$ cat src/rtl/mio_bus_if.sv
// CPU-side request/response and RAM/IO bus signals for mio_bus_ctrl.
// master: the controller; slave: the CPU/RAM/peripheral environment.
interface mio_bus_if;
  logic        cpu_req;
  logic        cpu_we;
  logic [31:0] cpu_addr;
  logic [31:0] cpu_wdata;
  logic [31:0] cpu_rdata;
  logic        cpu_ready;
  logic        bus_err;
  logic [9:0]  ram_addr;
  logic        ram_we;
  logic [31:0] ram_wdata;
  logic [31:0] ram_rdata;
  logic        io_sel;
  logic        io_we;
  logic [7:0]  io_addr;
  logic [31:0] io_wdata;
  logic [31:0] io_rdata;
  logic        io_ack;

  modport master (
    input  cpu_req, cpu_we, cpu_addr, cpu_wdata,
    input  ram_rdata, io_rdata, io_ack,
    output cpu_rdata, cpu_ready, bus_err,
    output ram_addr, ram_we, ram_wdata,
    output io_sel, io_we, io_addr, io_wdata
  );

  modport slave (
    output cpu_req, cpu_we, cpu_addr, cpu_wdata,
    output ram_rdata, io_rdata, io_ack,
    input  cpu_rdata, cpu_ready, bus_err,
    input  ram_addr, ram_we, ram_wdata,
    input  io_sel, io_we, io_addr, io_wdata
  );
endinterface

$ cat src/rtl/mio_bus_ctrl.sv
// CPU memory/IO bus controller: RAM at 0x0xxx_xxxx, IO at 0xFxxx_xxxx.
// Define MIO_TIMEOUT_EN to abort IO accesses lacking io_ack.
module mio_bus_ctrl #(
  parameter int unsigned RAM_WAIT   = 1,
  parameter int unsigned IO_TIMEOUT = 15
) (
  input logic       clk,
  input logic       reset,
  mio_bus_if.master bus
);

  typedef enum logic [1:0] {
    IDLE,
    RAM,
    IO,
    DONE
  } state_t;

  state_t     state;
  logic [2:0] wcnt;
  logic       we_q;
  logic       aligned;
  logic       is_ram;
  logic       is_io;
  logic       unused_addr;

`ifdef MIO_TIMEOUT_EN
  logic [7:0] tcnt;
`endif

  assign aligned = bus.cpu_addr[1:0] == 2'b00;
  assign is_ram  = aligned &&
                   bus.cpu_addr[31:28] == 4'h0;
  assign is_io   = aligned &&
                   bus.cpu_addr[31:28] == 4'hF;
  assign unused_addr = ^bus.cpu_addr[27:12];

  always_ff @(posedge clk or negedge reset) begin
    if (!reset) begin
      state         <= IDLE;
      wcnt          <= '0;
      we_q          <= 1'b0;
      bus.cpu_rdata <= '0;
      bus.cpu_ready <= 1'b0;
      bus.bus_err   <= 1'b0;
      bus.ram_addr  <= '0;
      bus.ram_we    <= 1'b0;
      bus.ram_wdata <= '0;
      bus.io_sel    <= 1'b0;
      bus.io_we     <= 1'b0;
      bus.io_addr   <= '0;
      bus.io_wdata  <= '0;
`ifdef MIO_TIMEOUT_EN
      tcnt          <= '0;
`endif
    end else begin
      bus.cpu_ready <= 1'b0;
      bus.bus_err   <= 1'b0;
      bus.ram_we    <= 1'b0;
      unique case (state)
        IDLE: begin
          if (bus.cpu_req) begin
            we_q          <= bus.cpu_we;
            wcnt          <= '0;
            bus.ram_addr  <= bus.cpu_addr[11:2];
            bus.ram_wdata <= bus.cpu_wdata;
            bus.io_addr   <= bus.cpu_addr[7:0];
            bus.io_wdata  <= bus.cpu_wdata;
`ifdef MIO_TIMEOUT_EN
            tcnt          <= '0;
`endif
            unique case (1'b1)
              is_ram: begin
                state      <= RAM;
                bus.ram_we <= bus.cpu_we;
              end
              is_io: begin
                state      <= IO;
                bus.io_sel <= 1'b1;
                bus.io_we  <= bus.cpu_we;
              end
              default: begin
                state         <= DONE;
                bus.cpu_ready <= 1'b1;
                bus.bus_err   <= 1'b1;
                if (!bus.cpu_we)
                  bus.cpu_rdata <= '0;
              end
            endcase
          end
        end
        RAM: begin
          if (wcnt == 3'(RAM_WAIT)) begin
            state         <= DONE;
            bus.cpu_ready <= 1'b1;
            if (!we_q)
              bus.cpu_rdata <= bus.ram_rdata;
          end else begin
            wcnt <= wcnt + 3'd1;
          end
        end
        IO: begin
          if (bus.io_ack) begin
            state         <= DONE;
            bus.cpu_ready <= 1'b1;
            bus.io_sel    <= 1'b0;
            bus.io_we     <= 1'b0;
            if (!we_q)
              bus.cpu_rdata <= bus.io_rdata;
          end
`ifdef MIO_TIMEOUT_EN
          else if (tcnt == 8'(IO_TIMEOUT - 1)) begin
            state         <= DONE;
            bus.cpu_ready <= 1'b1;
            bus.bus_err   <= 1'b1;
            bus.io_sel    <= 1'b0;
            bus.io_we     <= 1'b0;
            if (!we_q)
              bus.cpu_rdata <= '0;
          end else begin
            tcnt <= tcnt + 8'd1;
          end
`endif
        end
        DONE: begin
          state <= IDLE;
        end
      endcase
    end
  end

endmodule

$ cat src/flat_wrapper.sv
// flat-port wrapper written by rule: the top's interface ports become plain ports
module mio_bus_ctrl_flat 
#(
  parameter int unsigned RAM_WAIT   = 1,
  parameter int unsigned IO_TIMEOUT = 15
)
  (clk, reset, bus_cpu_req, bus_cpu_we, bus_cpu_addr, bus_cpu_wdata, bus_ram_rdata, bus_io_rdata, bus_io_ack, bus_cpu_rdata, bus_cpu_ready, bus_bus_err, bus_ram_addr, bus_ram_we, bus_ram_wdata, bus_io_sel, bus_io_we, bus_io_addr, bus_io_wdata);
  mio_bus_if bus_i ();
  input logic clk;
  input logic reset;
  input wire logic [$bits(bus_i.cpu_req)-1:0] bus_cpu_req;
  input wire logic [$bits(bus_i.cpu_we)-1:0] bus_cpu_we;
  input wire logic [$bits(bus_i.cpu_addr)-1:0] bus_cpu_addr;
  input wire logic [$bits(bus_i.cpu_wdata)-1:0] bus_cpu_wdata;
  input wire logic [$bits(bus_i.ram_rdata)-1:0] bus_ram_rdata;
  input wire logic [$bits(bus_i.io_rdata)-1:0] bus_io_rdata;
  input wire logic [$bits(bus_i.io_ack)-1:0] bus_io_ack;
  output wire logic [$bits(bus_i.cpu_rdata)-1:0] bus_cpu_rdata;
  output wire logic [$bits(bus_i.cpu_ready)-1:0] bus_cpu_ready;
  output wire logic [$bits(bus_i.bus_err)-1:0] bus_bus_err;
  output wire logic [$bits(bus_i.ram_addr)-1:0] bus_ram_addr;
  output wire logic [$bits(bus_i.ram_we)-1:0] bus_ram_we;
  output wire logic [$bits(bus_i.ram_wdata)-1:0] bus_ram_wdata;
  output wire logic [$bits(bus_i.io_sel)-1:0] bus_io_sel;
  output wire logic [$bits(bus_i.io_we)-1:0] bus_io_we;
  output wire logic [$bits(bus_i.io_addr)-1:0] bus_io_addr;
  output wire logic [$bits(bus_i.io_wdata)-1:0] bus_io_wdata;
  assign bus_i.cpu_req = bus_cpu_req;
  assign bus_i.cpu_we = bus_cpu_we;
  assign bus_i.cpu_addr = bus_cpu_addr;
  assign bus_i.cpu_wdata = bus_cpu_wdata;
  assign bus_i.ram_rdata = bus_ram_rdata;
  assign bus_i.io_rdata = bus_io_rdata;
  assign bus_i.io_ack = bus_io_ack;
  assign bus_cpu_rdata = bus_i.cpu_rdata;
  assign bus_cpu_ready = bus_i.cpu_ready;
  assign bus_bus_err = bus_i.bus_err;
  assign bus_ram_addr = bus_i.ram_addr;
  assign bus_ram_we = bus_i.ram_we;
  assign bus_ram_wdata = bus_i.ram_wdata;
  assign bus_io_sel = bus_i.io_sel;
  assign bus_io_we = bus_i.io_we;
  assign bus_io_addr = bus_i.io_addr;
  assign bus_io_wdata = bus_i.io_wdata;
  mio_bus_ctrl #(.RAM_WAIT(RAM_WAIT), .IO_TIMEOUT(IO_TIMEOUT)) u_core (.clk(clk), .reset(reset), .bus(bus_i));
endmodule
$ cat config.mk
export PLATFORM = sky130hd
export DESIGN_NAME = mio_bus_ctrl_flat
export DESIGN_NICKNAME = d
export VERILOG_FILES = /design/src/rtl/mio_bus_if.sv /design/src/rtl/mio_bus_ctrl.sv /design/src/flat_wrapper.sv
export SDC_FILE = /design/constraint.sdc
export NUM_CORES = 1
export LEC_CHECK = 0
export CORE_AREA = 8 8 112 114
export CTS_BUF_LIST = sky130_fd_sc_hd__clkbuf_8 sky130_fd_sc_hd__clkbuf_16
export DETAILED_ROUTE_END_ITERATION = 8
export DIE_AREA = 0 0 120 122
export HOLD_SLACK_MARGIN = 0.06
export PLACE_DENSITY = 0.86
export SLEW_MARGIN = 20
export SYNTH_ARGS = -nofsm -noshare
export SYNTH_HDL_FRONTEND = slang
export SYNTH_SLANG_ARGS = --single-unit
$ cat constraint.sdc
create_clock -name clk -period 5.59 [get_ports clk]
set_clock_uncertainty 0.2 [all_clocks]
set_input_delay 1.118 -clock clk [delete_from_list [all_inputs] [get_ports clk]]
set_output_delay 1.118 -clock clk [all_outputs]
set_load 0.1 [all_outputs]
== Word level (Yosys, flattened, before mapping) ==
Cells that the tools add are included.

* Bits in registers: 93
* Input bits: 133
* Output and inout bits: 119
* Logic and storage cells: 73

* Add/sub/neg operators: 1
* Eq/ne operators: 14
* Multiplexer cells: 32
* Reduce and logical (&&, ||, !) cells: 14

{| class="wikitable"
|+ Operators by type and width
! cell !! number
|-
| $mux 32 || 7
|-
| $pmux 32 s3 || 1
|-
| $ne 2x2->1 const B || 7
|-
| $mux 1 || 13
|-
| $pmux 2 s4 || 1
|-
| $reduce_and 8->1 || 1
|-
| $mux 2 || 3
|-
| $mux 3 || 2
|-
| $pmux 3 s2 || 1
|-
| $reduce_and 3->1 || 2
|-
| $eq 2x2->1 const B || 2
|-
| $eq 4x4->1 const B || 1
|-
| $logic_not 2->1 || 2
|-
| $logic_not 4->1 || 1
|-
| $ne 2x1->1 const B || 2
|-
| $pmux 1 s2 || 2
|-
| $pmux 2 s2 || 1
|-
| $reduce_and 4->1 || 1
|-
| $reduce_bool 2->1 || 2
|-
| $add 3x1->3 const B || 1
|-
| $eq 3x1->1 const B || 1
|-
| $pmux 1 s3 || 1
|-
| $reduce_bool 3->1 || 1
|-
| $eq 2x1->1 const B || 1
|-
| other kinds (3) || 4
|}

== Longest topological paths before layout ==
* Word-level depth: 6
* Depth in mapped cells: 8
* Gate-level depth less buffers: 6

== Least setup slack after synthesis ==
OpenSTA, ideal clock, no wires.

* Kind: register -> output
* Start: reg, netlist name u_core.bus.io_addr[2]
* End: out bus_ram_addr[0]
* Arrival: 1.336 ns
* Required time: 4.272 ns
* Path slack: 2.936 ns
* Cell stages (with the launch flop): 2
* Path buffers: 1
* Cell sequence: dfrtp_1 buf_4

{| class="wikitable"
|+ RTL lines
! item !! line !! text
|-
| end, declared || flat_wrapper.sv:21 || <nowiki>output wire logic [$bits(bus_i.ram_addr)-1:0] bus_ram_addr;</nowiki>
|}

== Final worst setup path ==
* Start: in bus_cpu_addr[1]
* End: reg u_core.bus.cpu_rdata[7]

* Cells in the longest elaborated chain, start to end: 5
* Elaborated cells between the ends (all ways): 6
* Those cells by class: eq/ne (1); reduce/logical (5)

{| class="wikitable"
|+ Ends and longest elaborated chain
! item !! line !! text
|-
| start, declared || flat_wrapper.sv:13 || <nowiki>input wire logic [$bits(bus_i.cpu_addr)-1:0] bus_cpu_addr;</nowiki>
|-
| $logic_not 2->1 * || mio_bus_ctrl.sv:31 || <nowiki>assign aligned = bus.cpu_addr[1:0] == 2'b00;</nowiki>
|-
| $logic_and 1x1->1 (on tied branches) || mio_bus_ctrl.sv:34, mio_bus_ctrl.sv:32 ||
|-
| $reduce_or 2->1 (no line) * || n/a ||
|-
| $ne 2x2->1 (no line) * || n/a ||
|-
| $reduce_and 8->1 (no line) * || n/a ||
|-
| end signal, assigned || mio_bus_ctrl.sv:97 || <nowiki>bus.cpu_rdata <= bus.ram_rdata;</nowiki>
|-
| end signal, assigned || mio_bus_ctrl.sv:109 || <nowiki>bus.cpu_rdata <= bus.io_rdata;</nowiki>
|-
| end, declared || mio_bus_if.sv:25 || <nowiki>output cpu_rdata, cpu_ready, bus_err,</nowiki>
|}

Mark *: on every way between the ends. The rest lies on a longest branch, timed or not.
A chain may end at the register's enable or synchronous reset.

==> insert_results.sql <==
INSERT INTO impl_metrics (metric_group, metric, value, unit) VALUES
('outcome', 'run_status', 'completed', ''),
('cells_and_area', 'antenna_cells', '0', ''),
('yosys', 'yosys_warnings', '0', ''),
('placement', 'portBuffers', '235', ''),
('setup_path', 'r2r.worst_path.cells', '7', ''),
('setup_path', 'worst_setup_path_start_kind', 'input port', ''),
('job', 'maxCapViolCount', '0', ''),
('timing', 'final-setup-viol-count', '0', ''),
('timing', 'timing_worst_slew_pin_value', '1.06', 'ns'),
('setup_path', 'crit_arrival', '3.32', 'ns'),
('timing', 'clock.fmax', '0.304', 'GHz'),
('clock_tree', 'clkSinkCount', '87', ''),
('yosys', 'fraction_of_registers_with_async_set_or_reset_after_synthesis', '100', '%'),
('yosys', 'synthCells', '355', ''),
('floorplan', 'row_count', '38', ''),
('clock_tree', 'worstSkewPairLatency', '0.34', 'ns'),
('cells_and_area', 'drive_above_1_share', '19.1', '%'),
('setup_path', 'kind_of_end_point_of_the_critical_path', 'register', ''),
('timing', 'worst_path_setup_slack_after_routing', '2.30', 'ns'),
('yosys', 'netlist_area', '4440', 'um^2'),
('timing', 'final_hold_vios', '0', ''),
('drt', 'route.detailed.vias_per_inst', '4.94', ''),
('timing', 'final_min_period_over_clock_period', '58.9', '%'),
('cells_and_area', 'area_growth_syn_to_layout', '53.8', '%'),
('clock_tree', 'post_cts_buffers', '0', ''),
('global_route', 'largest_net_degree_at_the_start_of_global_routing', '52', ''),
('clock_tree', 'cts_resized', '0', ''),
('setup_path', 'worstPathRequired', '5.62', 'ns'),
('setup_path', 'setup.worst_path.class', 'in -> reg', ''),
('timing', 'max_slew_headroom_at_the_worst_pin', '29.1', '%'),
('setup_path', 'worstPathCellList', 'clkdlybuf4s50_1 > nor3b_1 > o21ai_1 > o2111ai_4 > buf_4 > mux2_2', ''),
('floorplan', 'fp.dieArea', '14600', 'um^2'),
('cells_and_area', 'utilization', '63.9', '%'),
('global_route', 'grt_first_pass_wirelength', '20400', 'um'),
('timing', 'final_max_slew_viol_count', '0', ''),
('clock_tree', 'cts.hold.buffers_added', '0', ''),
('timing', 'accumulated_negative_setup_slack', '0', 'ns'),
('global_route', 'grt-ovfl-total', '0', ''),
('placement', 'hpwl', '10400', 'um'),
('setup_path', 'worst-path-buf-inv', '2', ''),
('clock_tree', 'htree_num_levels', '3', ''),
('timing', 'unrepaired_setup_endpoints_after_global_routing', 'false', ''),
('yosys', 'synth_enable_flop_cells', '0', ''),
('timing', 'timing.hold.ws', '0.314', 'ns'),
('clock_tree', 'cts_buffers', '9', ''),
('yosys', 'synth_ff_type', 'dfrtp_1', ''),
('worst_hold_path', 'worst_hold_path.num_cells', '1', ''),
('worst_hold_path', 'worst_hold_path_type', 'reg -> reg', ''),
('setup_path', 'crit_fanout', '20', ''),
('yosys', 'sequential_fraction_of_the_synthesis_area', '49.0', '%'),
('global_route', 'vias_in_the_first_global_route', '3831', ''),
('cells_and_area', 'top_library_cells_by_usage_in_the_layout_fill_and_taps_aside', '234 x clkdlybuf4s50_1, 87 x dfrtp_1, 48 x mux2_2, 36 x nor2b_1, 33 x a22oi_1', ''),
('yosys', 'syn-num-nets', '494', ''),
('cells_and_area', 'finalNetCount', '685', ''),
('cells_and_area', 'most_frequent_standard_cell_in_the_layout_excluding_fill_and_tap_cells', 'clkdlybuf4s50_1', ''),
('floorplan', 'die_x', '120', 'um'),
('clock_tree', 'path_clk_slew', '0.09', 'ns'),
('drt', 'antenna_violating_nets_post_route', '0', ''),
('timing', 'final_period_minus_worst_setup_slack', '3.29', 'ns'),
('clock_tree', 'tritoncts', 'yes', ''),
('yosys', 'synth-seq-cells', '87', ''),
('placement', 'gp_congestion', '0.776', ''),
('yosys', 'post_synth_num_cell_types', '34', ''),
('global_route', 'antenna_violations_before_repair', '0', ''),
('setup_path', 'timing.critical_path.slowest_cell_delay', '0.48', 'ns'),
('drt', 'routedWlPerCell', '19.0', 'um'),
('global_route', 'global_route.usage.total', '17.4', '%'),
('drt', 'post_detailed_route_drc_marker_count', '0', ''),
('setup_path', 'worst_path_max_delay_cell', 'clkdlybuf4s50_1', ''),
('clock_tree', 'clk_path_buf_depth', '2', ''),
('floorplan', 'placeableCoreArea', '10700', 'um^2'),
('floorplan', 'floorplan.initialDensity', '41.5', '%'),
('setup_path', 'critical_path.top_delay_family', 'buffers and inverters', ''),
('yosys', 'synth_area_per_cell', '12.5', 'um^2'),
('drt', 'drt_wl_total', '13200', 'um'),
('drt', 'via_count', '3413', ''),
('floorplan', 'num_io_pins', '252', ''),
('floorplan', 'die_h', '122', 'um'),
('drt', 'dr.pass1.iters', '4', ''),
('drt', 'drt-initial-drc-count', '101', ''),
('setup_path', 'number_of_cells_on_the_critical_path', '6', ''),
('placement', 'place_ws', '1.95', 'ns'),
('clock_tree', 'cts-root-buf', 'clkbuf_8', '');
==> cell families (layout without fill, tap and decap cells) <==
kind of cell,Yosys count,in the layout,share of synthesized area (%)
muxes,80,80,22.8
AOI/OAI and AO/OA,52,52,8.62
adders and majority gates,6,6,1.69
DFF,87,87,49.0
and+or+nand+nor,64,64,8.45
buffers and inverters,66,262,9.49
==> layer usage <==
metal  routed length (um)  part of all wire [%]  vias to the layer above  global-route usage (%)
met5                    0                     0                        -                       0
met3                 1290                   9.8                       13                    6.20
li1                     -                     -                     1581                       -
met2                 6780                    52                      160                    32.8
met1                 4950                    38                     1659                    17.8
met4                  142                   1.1                        0                    4.92
==> final timing paths <==
path / endpoint / startpoint / slack, ns
max reg2reg: u_core.bus.cpu_rdata[7]$_DFFE_PN0P_ / u_core.state[1]$_DFFE_PN0P_ / 2.64
max in group asynchronous: u_core.bus.ram_wdata[25]$_DFFE_PN0P_ / reset / 3.64
min: u_core.bus.io_addr[0]$_DFFE_PN0P_ / u_core.bus.io_addr[0]$_DFFE_PN0P_ / 0.31
min in group asynchronous: u_core.bus.cpu_rdata[2]$_DFFE_PN0P_ / reset / 0.52
min reg2reg: u_core.bus.io_addr[0]$_DFFE_PN0P_ / u_core.bus.io_addr[0]$_DFFE_PN0P_ / 0.31
max: u_core.bus.cpu_rdata[7]$_DFFE_PN0P_ / bus_cpu_addr[1] / 2.30
==> metrics by stage <==
step	cell area, um^2	std cells
6_report	6840	691
5_1_grt	6840	691
4_1_cts	6840	691
3_5_place_dp	6610	675
3_3_place_gp	6610	675
2_1_floorplan	4440	355
==> worst register-to-register path: stages, from the launching register on <==
cell and delay (ns):
dfrtp_1 0.42, inv_1 0.10, ha_1 0.40, nor3b_1 0.39, o21ai_1 0.19, o2111ai_4 0.28, buf_4 0.47, mux2_2 0.40
==> registers in the layout, indices dropped and copies added, names as in the netlist <==
signal / count
u_core.bus.cpu_rdata: 32
u_core.bus.ram_wdata: 32
u_core.bus.io_addr: 7
u_core.bus.ram_addr: 5
u_core.wcnt: 3
u_core.state: 2
u_core.bus.bus_err: 1
u_core.bus.cpu_ready: 1
u_core.bus.io_sel: 1
u_core.bus.io_we: 1
u_core.bus.ram_we: 1
u_core.we_q: 1
==> Yosys cell counts, types with 2 or more instances <==
library cell | n | area share [%]
nor2_1 | 6 | 0.51
nor2b_1 | 36 | 5.1
nand2_1 | 8 | 0.68
buf_1 | 2 | 0.17
o21ai_0 | 4 | 0.45
dfrtp_1 | 87 | 49
mux2_2 | 48 | 12
mux2i_1 | 2 | 0.45
a21oi_1 | 7 | 0.79
a22oi_1 | 33 | 5.6
buf_4 | 38 | 6.4
nor3_1 | 4 | 0.45
inv_1 | 6 | 0.51
clkbuf_1 | 9 | 0.76
buf_2 | 7 | 0.79
ha_1 | 6 | 1.7
buf_6 | 3 | 0.76
nor3b_1 | 2 | 0.34
o221ai_1 | 2 | 0.39
nand3_1 | 2 | 0.23
mux2_4 | 30 | 10
==> area by class of cell <==
class | instances | area, um^2
clock buffer | 10 | 138
fill | 842 | 3860
clock inverter | 6 | 92.6
timing repair buffer | 239 | 2380
multi-input combinational | 202 | 1850
inverter | 7 | 26.3
tap | 140 | 175
sequential | 87 | 2180
Power is left out: the tool's default activity adds up to more than one toggle a clock period on the data nets, which glitch-free logic cannot reach.
